--- config.mk ---
export PLATFORM = sky130hd
export DESIGN_NAME = median_ram_reader
export DESIGN_NICKNAME = d
export VERILOG_FILES = /design/src/rtl/median_ram_reader.sv
export SDC_FILE = /design/constraint.sdc
export NUM_CORES = 1
export LEC_CHECK = 0
export CORE_ASPECT_RATIO = 0.9
export CORE_MARGIN = 2
export CORE_UTILIZATION = 54
export CTS_CLUSTER_DIAMETER = 60
export DETAILED_ROUTE_END_ITERATION = 8
export GPL_TIMING_DRIVEN = 1
export HOLD_SLACK_MARGIN = 0.1
export PLACE_DENSITY = 0.87
export SETUP_SLACK_MARGIN = 0.1
export SYNTH_ARGS = -nofsm -noshare
export SYNTH_HDL_FRONTEND = slang
export SYNTH_SLANG_ARGS = --single-unit
--- constraint.sdc ---
create_clock -name rd_clk -period 13.63 [get_ports rd_clk]
set_input_delay 2.726 -clock rd_clk [delete_from_list [all_inputs] [get_ports rd_clk]]
set_output_delay 2.726 -clock rd_clk [all_outputs]
set_load 0.02 [all_outputs]
--- src/rtl/median_ram_reader.sv ---
// median_ram_reader: walks a wrap-around RAM address window and streams the words out over valid/ready.
// Define MEDIAN_RAM_RD_LAST_EN to add an m_last flag on the final word of each window.
module median_ram_reader #(
    parameter int ADDR_WIDTH = 10,
    parameter int DATA_WIDTH = 64
) (
    input  logic                  rd_clk,
    input  logic                  rd_rst,
    input  logic                  start,
    input  logic [ADDR_WIDTH-1:0] start_addr,
    input  logic [ADDR_WIDTH:0]   length,
    output logic                  busy,
    output logic                  done,
    output logic [ADDR_WIDTH-1:0] ram_rd_addr,
    input  logic [DATA_WIDTH-1:0] ram_rd_data,
    output logic [DATA_WIDTH-1:0] m_data,
    output logic                  m_valid,
`ifdef MEDIAN_RAM_RD_LAST_EN
    output logic                  m_last,
`endif
    input  logic                  m_ready
);
    typedef enum logic [1:0] {IDLE, RUN, DRAIN} state_t;
    state_t                state;
    logic [ADDR_WIDTH:0]   remaining;
    logic                  inflight;
    logic [DATA_WIDTH-1:0] buf_data [2];
    logic                  rd_ptr, wr_ptr;
    logic [1:0]            buf_count;
    logic                  pop, issue, finish;
`ifdef MEDIAN_RAM_RD_LAST_EN
    logic                  inflight_last;
    logic [1:0]            buf_last;
    assign m_last = m_valid & buf_last[rd_ptr];
`endif
    assign m_valid = buf_count != 2'd0;
    assign m_data  = buf_data[rd_ptr];
    assign pop     = m_valid & m_ready;
    // A read in flight always has a free slot reserved, so capture never overflows.
    assign issue   = state == RUN && remaining != '0 && (buf_count + 2'(inflight) - 2'(pop)) < 2'd2;
    // Finish one cycle after the last handshake, counting the pop happening now.
    assign finish  = state == DRAIN && !inflight && buf_count == 2'(pop);
    always_ff @(posedge rd_clk or posedge rd_rst) begin
        if (rd_rst) begin
            state       <= IDLE;
            remaining   <= '0;
            inflight    <= 1'b0;
            buf_data[0] <= '0;
            buf_data[1] <= '0;
            rd_ptr      <= 1'b0;
            wr_ptr      <= 1'b0;
            buf_count   <= 2'd0;
            busy        <= 1'b0;
            done        <= 1'b0;
            ram_rd_addr <= '0;
`ifdef MEDIAN_RAM_RD_LAST_EN
            inflight_last <= 1'b0;
            buf_last      <= 2'b00;
`endif
        end else begin
            done      <= 1'b0;
            inflight  <= issue;
            buf_count <= buf_count + 2'(inflight) - 2'(pop);
            if (inflight) begin
                buf_data[wr_ptr] <= ram_rd_data;
                wr_ptr           <= ~wr_ptr;
            end
            if (pop) rd_ptr <= ~rd_ptr;
`ifdef MEDIAN_RAM_RD_LAST_EN
            inflight_last <= issue && remaining == (ADDR_WIDTH+1)'(1);
            if (inflight) buf_last[wr_ptr] <= inflight_last;
`endif
            case (state)
                IDLE: if (start) begin
                    if (length == '0) begin
                        done <= 1'b1;
                    end else begin
                        ram_rd_addr <= start_addr;
                        remaining   <= length;
                        busy        <= 1'b1;
                        state       <= RUN;
                    end
                end
                RUN: if (issue) begin
                    remaining <= remaining - (ADDR_WIDTH+1)'(1);
                    // Keep the final issued address on the port once the window is exhausted.
                    if (remaining == (ADDR_WIDTH+1)'(1)) state <= DRAIN;
                    else ram_rd_addr <= ram_rd_addr + ADDR_WIDTH'(1);
                end
                DRAIN: if (finish) begin
                    done  <= 1'b1;
                    busy  <= 1'b0;
                    state <= IDLE;
                end
                default: state <= IDLE;
            endcase
        end
    end
endmodule

==> results of run 1 <==
worst reg2reg max path, cell delays in order, from the launching register on:
cell	delay (ps)
dfrtp_1	390
or2_2	300
and2_1	210
ha_1	280
inv_1	70
ha_1	150
xor3_1	300
a41oi_4	410
nand2_2	180
inv_2	150
nor2_1	80
a211o_1	320
per-layer routing:
layer	GRT usage, %	share of wire (%)	vias to the layer above
met5	0	0	-
met4	8.94	1.7	0
met3	5.68	7.3	26
met2	40.0	50	223
met1	31.5	41	2564
li1	-	-	2300
cells by family after synthesis:
logic type / after synthesis
flip-flops: 158
buffers and inverters: 34
AND/OR/NAND/NOR: 67
adder cells (fa/ha/maj): 6
AO/OA/AOI/OAI: 70
XOR/XNOR: 3
multiplexers: 194
final cells by class:
cell class,instances,share of cell area (%)
Sequential cell,158,41.0
Tap cell,168,2.18
Multi-Input combinational cell,340,33.0
Clock inverter,5,0.558
Clock buffer,27,5.32
Inverter,8,0.363
Timing Repair Buffer,170,17.5
flip-flops by register name (all words and copies together), names as in the netlist:
| signal | flops |
|---|---|
| state | 2 |
| buf_data | 128 |
| wr_ptr | 1 |
| buf_count | 2 |
| busy | 1 |
| remaining | 11 |
| inflight | 1 |
| rd_ptr | 1 |
| done | 1 |
| ram_rd_addr | 10 |
power groups by stage:
stage                     sequential (W)  clock [W]  combinational (W)
final                           0.000852   0.000452            0.00147
after CTS                       0.000852   0.000459            0.00148
after detailed placement        0.000856          0            0.00147
after floorplan                 0.000822          0           0.000963
after global placement          0.000830          0            0.00142
after global routing            0.000883   0.000483            0.00157
synthesized netlist by cell type, drive strengths merged, types with 3 or more instances:
| master | number | area share, % |
|---|---|---|
| inv | 8 | 0.41 |
| o21ai | 13 | 0.95 |
| nand4 | 7 | 0.60 |
| ha | 6 | 1.0 |
| mux2 | 194 | 30 |
| buf | 3 | 0.29 |
| dfrtp | 158 | 54 |
| a21oi | 21 | 1.6 |
| o22ai | 10 | 0.86 |
| a2bb2oi | 4 | 0.48 |
| clkbuf | 23 | 1.2 |
| nand3 | 8 | 0.55 |
| nor2 | 16 | 0.86 |
| nand2 | 11 | 0.60 |
| nor3 | 9 | 0.62 |
through the flow:
stage                     cells  instance area (um^2)  util, %
after floorplan             532                  7270        -
after global placement      844                  9070     68.4
after detailed placement    844                  9070     68.4
after CTS                   876                  9640     72.7
after global routing        876                  9640     72.7
final                       876                  9640     72.7
path summary, 6_finish.rpt:
path	slack, ps	to	cells after the start	startpoint
max	8320	m_data[1]	3	rd_ptr$_DFFE_PP0P_
min	500	buf_data[72]$_DFFE_PP0P_	1	buf_data[72]$_DFFE_PP0P_
max reg2reg	10670	remaining[7]$_DFFE_PP0P_	11	buf_count[1]$_DFF_PP0_
min reg2reg	500	buf_data[72]$_DFFE_PP0P_	1	buf_data[72]$_DFFE_PP0P_
max in group asynchronous	9300	rd_ptr$_DFFE_PP0P_	3	rd_rst
min in group asynchronous	2800	buf_data[15]$_DFFE_PP0P_	2	rd_rst
cell usage in the layout, fill, tap and decap left out, types with 3 or more instances in the layout:
master           netlist  layout
buf_4                  0       5
nor3_1                 9       9
clkbuf_1              23       5
ha_1                   6       6
a21oi_1               20      20
dfrtp_1              158     157
a2bb2oi_1              4       4
mux2_2               194     194
o21ai_0               12      12
nand3_1                8       8
o22ai_1               10      10
nand2_1               10       9
inv_1                  7       6
clkdlybuf4s50_1        0     165
nand4_1                7       7
clkbuf_8               0       5
nor2_1                15      14
clkinv_2               0       3
clkbuf_16              0      17
==> metrics, run 1 <==
startpoint type of the worst setup path=register; leakage power=3.93 nW; Core ar.=between 0.01 and 0.015 mm^2; status=complete, no violations; number of max-cap violations=0; Sequential Area=0.00396 mm^2; critical path arrival=2580 ps; final hold violation count=0; cells after synthesis=~530; mux cell area share after synthesis=between 30% and 40%; port bufs=165; Detailed Route WL=16700 um; Worst Setup End Kind=primary output; cts hold-fix bufs=0; fin. max-slew vios=0; simple-gate share of the synthesized area=5.08%; P_int=0.00176 W; post-synthesis cell type count=53; worst slack at placement=8270 ps; Die W=126 um; Multi-input gate area=0.00318 mm^2; clock sink count=158; Iteration-0 DRC Markers=399; main flop type after synthesis=dfrtp_1; DPL Wire Length=11100 um; largest family of logic cells by synthesized area=multiplexers; gr usage total=between 20% and 30%; Synth Net Count=627; gpl congestion=0.986; TritonCTS clock tree=built; Synth Area in Compound Gates=6.94%; VDD IR max=roughly 0.13 mV; share of post-route cells with drive strength above 1=34.3%; clock root cell=clkbuf_16; global-route wire length before repair=around 28000 um; row count=40; Comb power frac=53.0%; worst hold slack=499 ps; fmax=188 MHz; Flop pwr share=30.7%; Layout area overhead=32.7%; # diodes=0; RSZ-0062 raised after global routing=false; total design power=about 0.0028 W; switching pwr=between 0.001 and 0.0015 W; largest stage delay on the critical path=670 ps; Die Area=between 0.01 and 0.015 mm^2; largest net degree at the start of global routing=84; switching power share of the total=36.7%; clk_skew=3.72 ps; IO Count=between 150 and 200; Worst-Margin Slew=~1000 ps; post-route ant nets=0; Worst path slowest cell=buf_4; number of setup buffers added after CTS=0; initial core utilization=between 50% and 60%; Avg WL per Cell=19.1 um; Rel. slew slack=33.1%; initial antenna violation count=0; GR Overflow Total=0; Post-CTS Resized=0; die height=114 um; Clock power frac=16.3%; area share of fa/ha/maj cells after synthesis=1.03%; via count=5113; EDFF count, synth=0; xor/xnor share of the synthesized area=less than 1%; hold crit path type=register to register; vias in the first global route=5422; number of iterations in the first detailed-routing pass=4; maximum clock insertion buffer count=2; Seq/Total Area, Yosys=54.4%; FILL cells=891; power density over the cells=288 mW/mm^2; WP buf/inv=2; Critical Path, Cell by Cell=buf_4, mux2_2, clkdlybuf4s50_1; min cycle time layout=5310 ps; Setup TNS=0 ps; final worst slack=8320 ps; Async SR Flop Fraction=100%; Final period util=38.9%; CTS H-tree depth=4; vias per inst=5.84; worst path required time=10900 ps; Post-Syn Area=0.00727 mm^2; worst skew pair latency=420 ps; delay-heaviest family, CP=buffers and inverters; NumNets Final=between 700 and 800; Crit Path Category=register to primary output; synthesis-stage register bit count=158; CP max FO=59; synth warn=0; total CTS buffers=17; Mean Syn Cell Area=13.7 um^2; clock slew at reported path FFs=roughly 60 ps; DRC errors left=0; # setup viols final=0
(Power assumes the default switching activity.)
==> inputs of run 2 (changes only) <==
--- a/config.mk
+++ b/config.mk
@@ -7,12 +7,12 @@
 export LEC_CHECK = 0
 export CORE_ASPECT_RATIO = 0.9
 export CORE_MARGIN = 2
-export CORE_UTILIZATION = 54
+export CORE_UTILIZATION = 46
 export CTS_CLUSTER_DIAMETER = 60
 export DETAILED_ROUTE_END_ITERATION = 8
 export GPL_TIMING_DRIVEN = 1
 export HOLD_SLACK_MARGIN = 0.1
-export PLACE_DENSITY = 0.87
+export PLACE_DENSITY = 0.79
 export SETUP_SLACK_MARGIN = 0.1
 export SYNTH_ARGS = -nofsm -noshare
 export SYNTH_HDL_FRONTEND = slang
==> constraint.sdc (replaced) <==
create_clock -name rd_clk -period 4.3 [get_ports rd_clk]
set_input_delay 0.86 -clock rd_clk [delete_from_list [all_inputs] [get_ports rd_clk]]
set_output_delay 0.86 -clock rd_clk [all_outputs]
set_load 0.02 [all_outputs]
==> run 2 against run 1 <==
Hold slack better by 0.62 ps. Critical path depth is the same. Clock power grew to 3.3 times the previous value. Clock skew increased by 3.1 ps. Sequential share of layout area down 0.47 points. Combinational power grew to 3.2 times the previous value. Core utilization is 9.5 points lower. Non-clock buffer count is 3 higher. Global-route usage decreased by 3.0 points. Register-to-register slack lost 9300 ps. Final cell count up 4.2%. Critical path type unchanged. Critical endpoint is now m_data[60].
==> metrics, run 2 (synthesized netlist as in run 1, its figures left out) <==
status=complete, no violations; initial antenna violation count=0 (unchanged); global-route wire length before repair=27600 um (+0.30%); worst path required time=3440 ps (-7460 ps); DPL Wire Length=11500 um (+3.5%); Worst R2R Path Depth=11 (unchanged); hold crit path type=register to register; number of iterations in the first detailed-routing pass=5 (+1); worst hold slack=499 ps (+0.621 ps); max reg flops=128 (unchanged); CP max FO=26 (-56%); Crit Path Category=register to primary output; Layout area overhead=34.2%; Biggest register=buf_data; clk_skew=6.79 ps (+3.06 ps); GR Overflow Total=0 (unchanged); Iteration-0 DRC Markers=290 (-27%); number of setup buffers added after CTS=0 (unchanged); RSZ-0062 raised after global routing=false; Rel. slew slack=35.5% (+2.4 points); vias in the first global route=5402 (-0.37%); fin. max-slew vios=0 (unchanged); leakage power=3.97 nW (+0.81%); largest net degree at the start of global routing=95 (+13%); GR met3 Demand/Resource=6.97% (+1.3 points); final worst slack=912 ps (-7410 ps); hold_sp=buf_data[21]$_DFFE_PP0P_; maximum clock insertion buffer count=2 (unchanged); clock root cell=clkbuf_16; Worst Setup End Kind=primary output; Avg WL per Cell=18.8 um (-1.7%); FF-to-FF End=remaining[7]$_DFFE_PP0P_; power density over the cells=911 mW/mm^2 (+220%); startpoint type of the worst setup path=register; min cycle time layout=3390 ps; IO Count=166 (unchanged); Non-Filler Instances=913 (+4.2%); CTS H-tree depth=4 (unchanged); cell area after layout=0.00975 mm^2 (+1.2%); TritonCTS clock tree=built; Post-CTS Resized=0 (unchanged); Setup TNS=0 ps (unchanged); gpl congestion=0.952 (-3.4%); commonest non-fill, non-tap cell in the layout=mux2_2; top flop regs=buf_data x128, remaining x11, ram_rd_addr x10; die height=123 um (+8.1%); DRC errors left=0 (unchanged); # diodes=0 (unchanged); Die Area=0.0168 mm^2 (+17%); area post-placement=0.00915 mm^2 (+0.90%); final hold violation count=0 (unchanged); total CTS buffers=17 (unchanged); gr busiest metal=met2; cts hold-fix bufs=0 (unchanged); FF-to-FF Start=buf_count[1]$_DFF_PP0_; number of placed instances, taps included=881 (+4.4%); Final period util=78.8%; Core ar.=0.0154 mm^2 (+16%); via count=5062 (-1.0%); worst slack at placement=802 ps (-7470 ps); post-route ant nets=0 (unchanged); port bufs=165 (unchanged); worst setup path startpoint=rd_ptr$_DFFE_PP0P_; most frequent cells in the layout=194 x mux2_2, 165 x clkdlybuf4s50_1, 157 x dfrtp_1; critical path arrival=2530 ps (-50 ps); Worst-Margin Slew=967 ps (-36.3 ps); number of max-cap violations=0 (unchanged); initial core utilization=47.1% (-7.7 points); share of post-route cells with drive strength above 1=35.0% (+0.70 points); WHS Endpoint=buf_data[21]$_DFFE_PP0P_; r2r setup slk=1370 ps (-9300 ps); gr usage total=21.2% (-3.0 points); # setup viols final=0 (unchanged); Multi-input gate area=0.00319 mm^2 (+0.16%); vias per inst=5.54 (-5.0%); met2 usage=35.5% (-4.5 points); Die W=136 um (+8.1%); row count=43 (+7.5%); clock sink count=158 (unchanged); met1 Resource Use GR=26.9% (-4.6 points); Sequential Area=0.00396 mm^2 (unchanged); NumNets Final=793 (+0.38%); FILL cells=1147 (+29%); Cells on Worst Hold Path=1 (unchanged); Detailed Route WL=17200 um (+2.4%); clock slew at reported path FFs=60 ps (about the same); worst skew pair latency=420 ps (about the same); VDD IR max=0.529 mV (+300%); fmax=295 MHz
==> run 2: changes by cell type in the layout (fill, tap and decap cells not counted), sizes merged <==
cell / before / now
clkinvlp: 0 / 2
clkinv: 4 / 6
bufinv: 1 / 2
inv: 8 / 7
clkbuf: 27 / 23
buf: 5 / 8
==> run 2: worst max-delay path, stage by stage (launching register included) <==
cell and delay (ps):
dfrtp_2 800, buf_4 380, mux2_2 360, clkdlybuf4s50_1 550
==> run 2: cell type report <==
type                       instances  share of cell area, %
sequential                       158                   40.6
inverter                           8                  0.347
tap                              202                   2.59
clock buffer                      23                   5.01
clock inverter                     9                   1.12
multi-input combinational        340                   32.7
timing repair buffer             173                   17.7
==> run 2: how the worst max path moves through the flow <==
stage	cells past startpoint	endpoint
final	3	m_data[60]
after global routing	3	m_data[12]
after CTS	3	m_data[60]
after detailed placement	11	remaining[10]$_DFFE_PP0P_
after global placement	11	remaining[10]$_DFFE_PP0P_
after floorplan	1	buf_count[0]$_DFF_PP0_
==> run 2: metal layers <==
metal / up-vias / wire (um) / share of wire (%)
met5: - / 0 / 0
met4: 0 / 133 / 0.78
met3: 18 / 1460 / 8.5
met2: 217 / 8450 / 49
met1: 2529 / 7100 / 41
li1: 2298 / - / -
==> run 2: report_power, final <==
part | switching, W | total [W] | internal [W] | leakage, nW
Sequential | 0.000500 | 0.00274 | 0.00224 | 1.84
Combinational | 0.00217 | 0.00464 | 0.00247 | 1.84
Clock | 0.000584 | 0.00150 | 0.000917 | 0.293
Total | 0.00325 | 0.00888 | 0.00563 | 3.97
==> run 2: metrics by stage <==
step / utilization (%) / power (W)
4_1_cts: 63.1 / 0.00896
5_1_grt: 63.1 / 0.00943
2_1_floorplan: - / 0.00566
3_3_place_gp: 59.3 / 0.00721
6_report: 63.1 / 0.00888
3_5_place_dp: 59.3 / 0.00741
==> inputs of run 3 (changes only) <==
--- a/config.mk
+++ b/config.mk
@@ -7,12 +7,12 @@
 export LEC_CHECK = 0
 export CORE_ASPECT_RATIO = 0.9
 export CORE_MARGIN = 2
-export CORE_UTILIZATION = 46
+export CORE_UTILIZATION = 51
 export CTS_CLUSTER_DIAMETER = 60
 export DETAILED_ROUTE_END_ITERATION = 8
 export GPL_TIMING_DRIVEN = 1
 export HOLD_SLACK_MARGIN = 0.1
-export PLACE_DENSITY = 0.79
+export PLACE_DENSITY = 0.83
 export SETUP_SLACK_MARGIN = 0.1
 export SYNTH_ARGS = -nofsm -noshare
 export SYNTH_HDL_FRONTEND = slang
==> constraint.sdc (replaced) <==
create_clock -name rd_clk -period 3.38 [get_ports rd_clk]
set_input_delay 0.676 -clock rd_clk [delete_from_list [all_inputs] [get_ports rd_clk]]
set_output_delay 0.676 -clock rd_clk [all_outputs]
set_load 0.02 [all_outputs]
==> run 3 against run 2 <==
Core utilization is 7.2 points higher. Clock skew increased by 1.8 ps. Critical path type unchanged. First-iteration DRC count decreased by 2.4%. Clock-buffer cell count unchanged. Routed wire length down 1.5%. Sequential cell count stayed put. Hold slack got worse by 0.72 ps. Register-to-register slack worse by 840 ps.
==> metrics, run 3 (synthesized netlist as in run 1, its figures left out) <==
vias in the first global route=5279 (-2.3%); largest net degree at the start of global routing=99 (+4.2%); cell area after layout=0.00982 mm^2 (+0.73%); clock sink count=158 (unchanged); clock root cell=clkbuf_16; die height=117 um (-4.9%); initial antenna violation count=1 (+1); max reg flops=128 (unchanged); initial core utilization=52.1% (+5.0 points); area post-placement=0.00919 mm^2 (+0.45%); Setup TNS=0 ps (unchanged); fin. max-slew vios=0 (unchanged); Crit Path Category=register to primary output; gpl congestion=0.936 (-1.8%); switching power share of the total=36.1% (-0.50 points); TritonCTS clock tree=built; global-route wire length before repair=26800 um (-3.1%); top flop regs=buf_data x128, remaining x11, ram_rd_addr x10; via count=5091 (+0.57%); # setup viols final=0 (unchanged); Rel. slew slack=52.5% (+17 points); CTS H-tree depth=4 (unchanged); final core occ=70.4% (+7.2 points); hold crit path type=register to register; Avg WL per Cell=18.7 um (-0.67%); DPL Wire Length=11300 um (-1.8%); maximum clock insertion buffer count=2 (unchanged); Die W=130 um (-4.9%); switching pwr=0.00413 W (+27%); commonest non-fill, non-tap cell in the layout=mux2_2; critical path arrival=2410 ps (-120 ps); most frequent cells in the layout=194 x mux2_2, 165 x clkdlybuf4s50_1, 157 x dfrtp_1; worst path required time=2700 ps (-740 ps); fmax=324 MHz; row count=41 (-4.7%); post-route ant nets=0 (unchanged); power density over the cells=1160 mW/mm^2 (+28%); Core ar.=0.0140 mm^2 (-9.6%); Final period util=91.2%; GR Overflow Total=0 (unchanged); Biggest register=buf_data; CP max FO=33 (+27%); number of max-cap violations=0 (unchanged); P_int=0.00730 W (+30%); share of post-route cells with drive strength above 1=35.3% (+0.23 points); min cycle time layout=3080 ps; # diodes=0 (unchanged); number of placed instances, taps included=873 (-0.91%); gr usage total=23.0% (+1.8 points); Worst Setup End Kind=primary output; Non-Filler Instances=905 (-0.88%); Layout area overhead=35.2%; Flop pwr share=30.4% (-0.5 points); vias per inst=5.63 (+1.5%); Detailed Route WL=16900 um (-1.5%); clock slew at reported path FFs=60 ps (about the same); Die Area=0.0152 mm^2 (-9.5%); IO Count=166 (unchanged); total CTS buffers=17 (unchanged); number of iterations in the first detailed-routing pass=5 (unchanged); Comb power frac=52.2% (about the same); number of setup buffers added after CTS=0 (unchanged); clk_skew=8.60 ps (+1.81 ps); Worst-Margin Slew=712 ps (-255 ps); cts hold-fix bufs=0 (unchanged); DRC errors left=0 (unchanged); Iteration-0 DRC Markers=283 (-2.4%); port bufs=165 (unchanged); final hold violation count=0 (unchanged); RSZ-0062 raised after global routing=false; worst hold slack=499 ps (-0.722 ps); leakage power=4.00 nW (+0.80%); Clock power frac=17.4% (+0.5 points); worst skew pair latency=420 ps (about the same); Post-CTS Resized=0 (unchanged); NumNets Final=794 (+0.13%); status=complete, no violations; VDD IR max=0.566 mV (+7.1%); FILL cells=994 (-13%); startpoint type of the worst setup path=register
[run 3: power by group through the flow]
stage / combinational [W] / sequential [W] / clock (W)
4_1_cts: 0.00600 / 0.00348 / 0.00202
3_5_place_dp: 0.00595 / 0.00349 / 0
2_1_floorplan: 0.00388 / 0.00332 / 0
3_3_place_gp: 0.00581 / 0.00340 / 0
6_report: 0.00597 / 0.00348 / 0.00198
5_1_grt: 0.00637 / 0.00360 / 0.00212
[run 3: path summary, 6_finish.rpt]
kind | cells past startpoint | slack (ps) | end | from
setup / recovery | 3 | 300 | m_data[34] | rd_ptr$_DFFE_PP0P_
hold / removal | 1 | 500 | buf_data[126]$_DFFE_PP0P_ | buf_data[126]$_DFFE_PP0P_
setup reg to reg | 10 | 530 | remaining[6]$_DFFE_PP0P_ | buf_count[1]$_DFF_PP0_
hold reg to reg | 1 | 500 | buf_data[126]$_DFFE_PP0P_ | buf_data[126]$_DFFE_PP0P_
max in group asynchronous | 3 | 2190 | buf_data[126]$_DFFE_PP0P_ | rd_rst
min in group asynchronous | 3 | 730 | buf_data[33]$_DFFE_PP0P_ | rd_rst
[run 3: metal layers]
metal | vias to the layer above | GRT usage (%) | share of wire (%)
li1 | 2307 | - | -
met1 | 2522 | 29.2 | 42
met2 | 234 | 38.2 | 49
met3 | 28 | 6.77 | 7.9
met4 | 0 | 7.38 | 1.6
met5 | - | 0 | 0
[run 3: worst max-delay path, cell delays in order, from the launching register on]
cell and delay [ps]:
dfrtp_2 740, buf_12 290, mux2_2 370, clkdlybuf4s50_1 560
[run 3: metrics by stage]
stage	power [W]	setup WS (ps)
finish	0.0114	297
global placement	0.00921	246
detailed placement	0.00945	166
global route	0.0121	184
CTS	0.0115	260
floorplan	0.00720	703
[run 3: layout make-up]
type                            instances  area (um^2)  share of cell area, %
Sequential cell                       158         3960                   40.3
Multi-Input combinational cell        340         3180                   32.4
Timing Repair Buffer                  174         1780                   18.1
Clock buffer                           23          498                   5.07
Tap cell                              193          241                   2.46
Clock inverter                          9          129                   1.31
Inverter                                8         33.8                  0.344
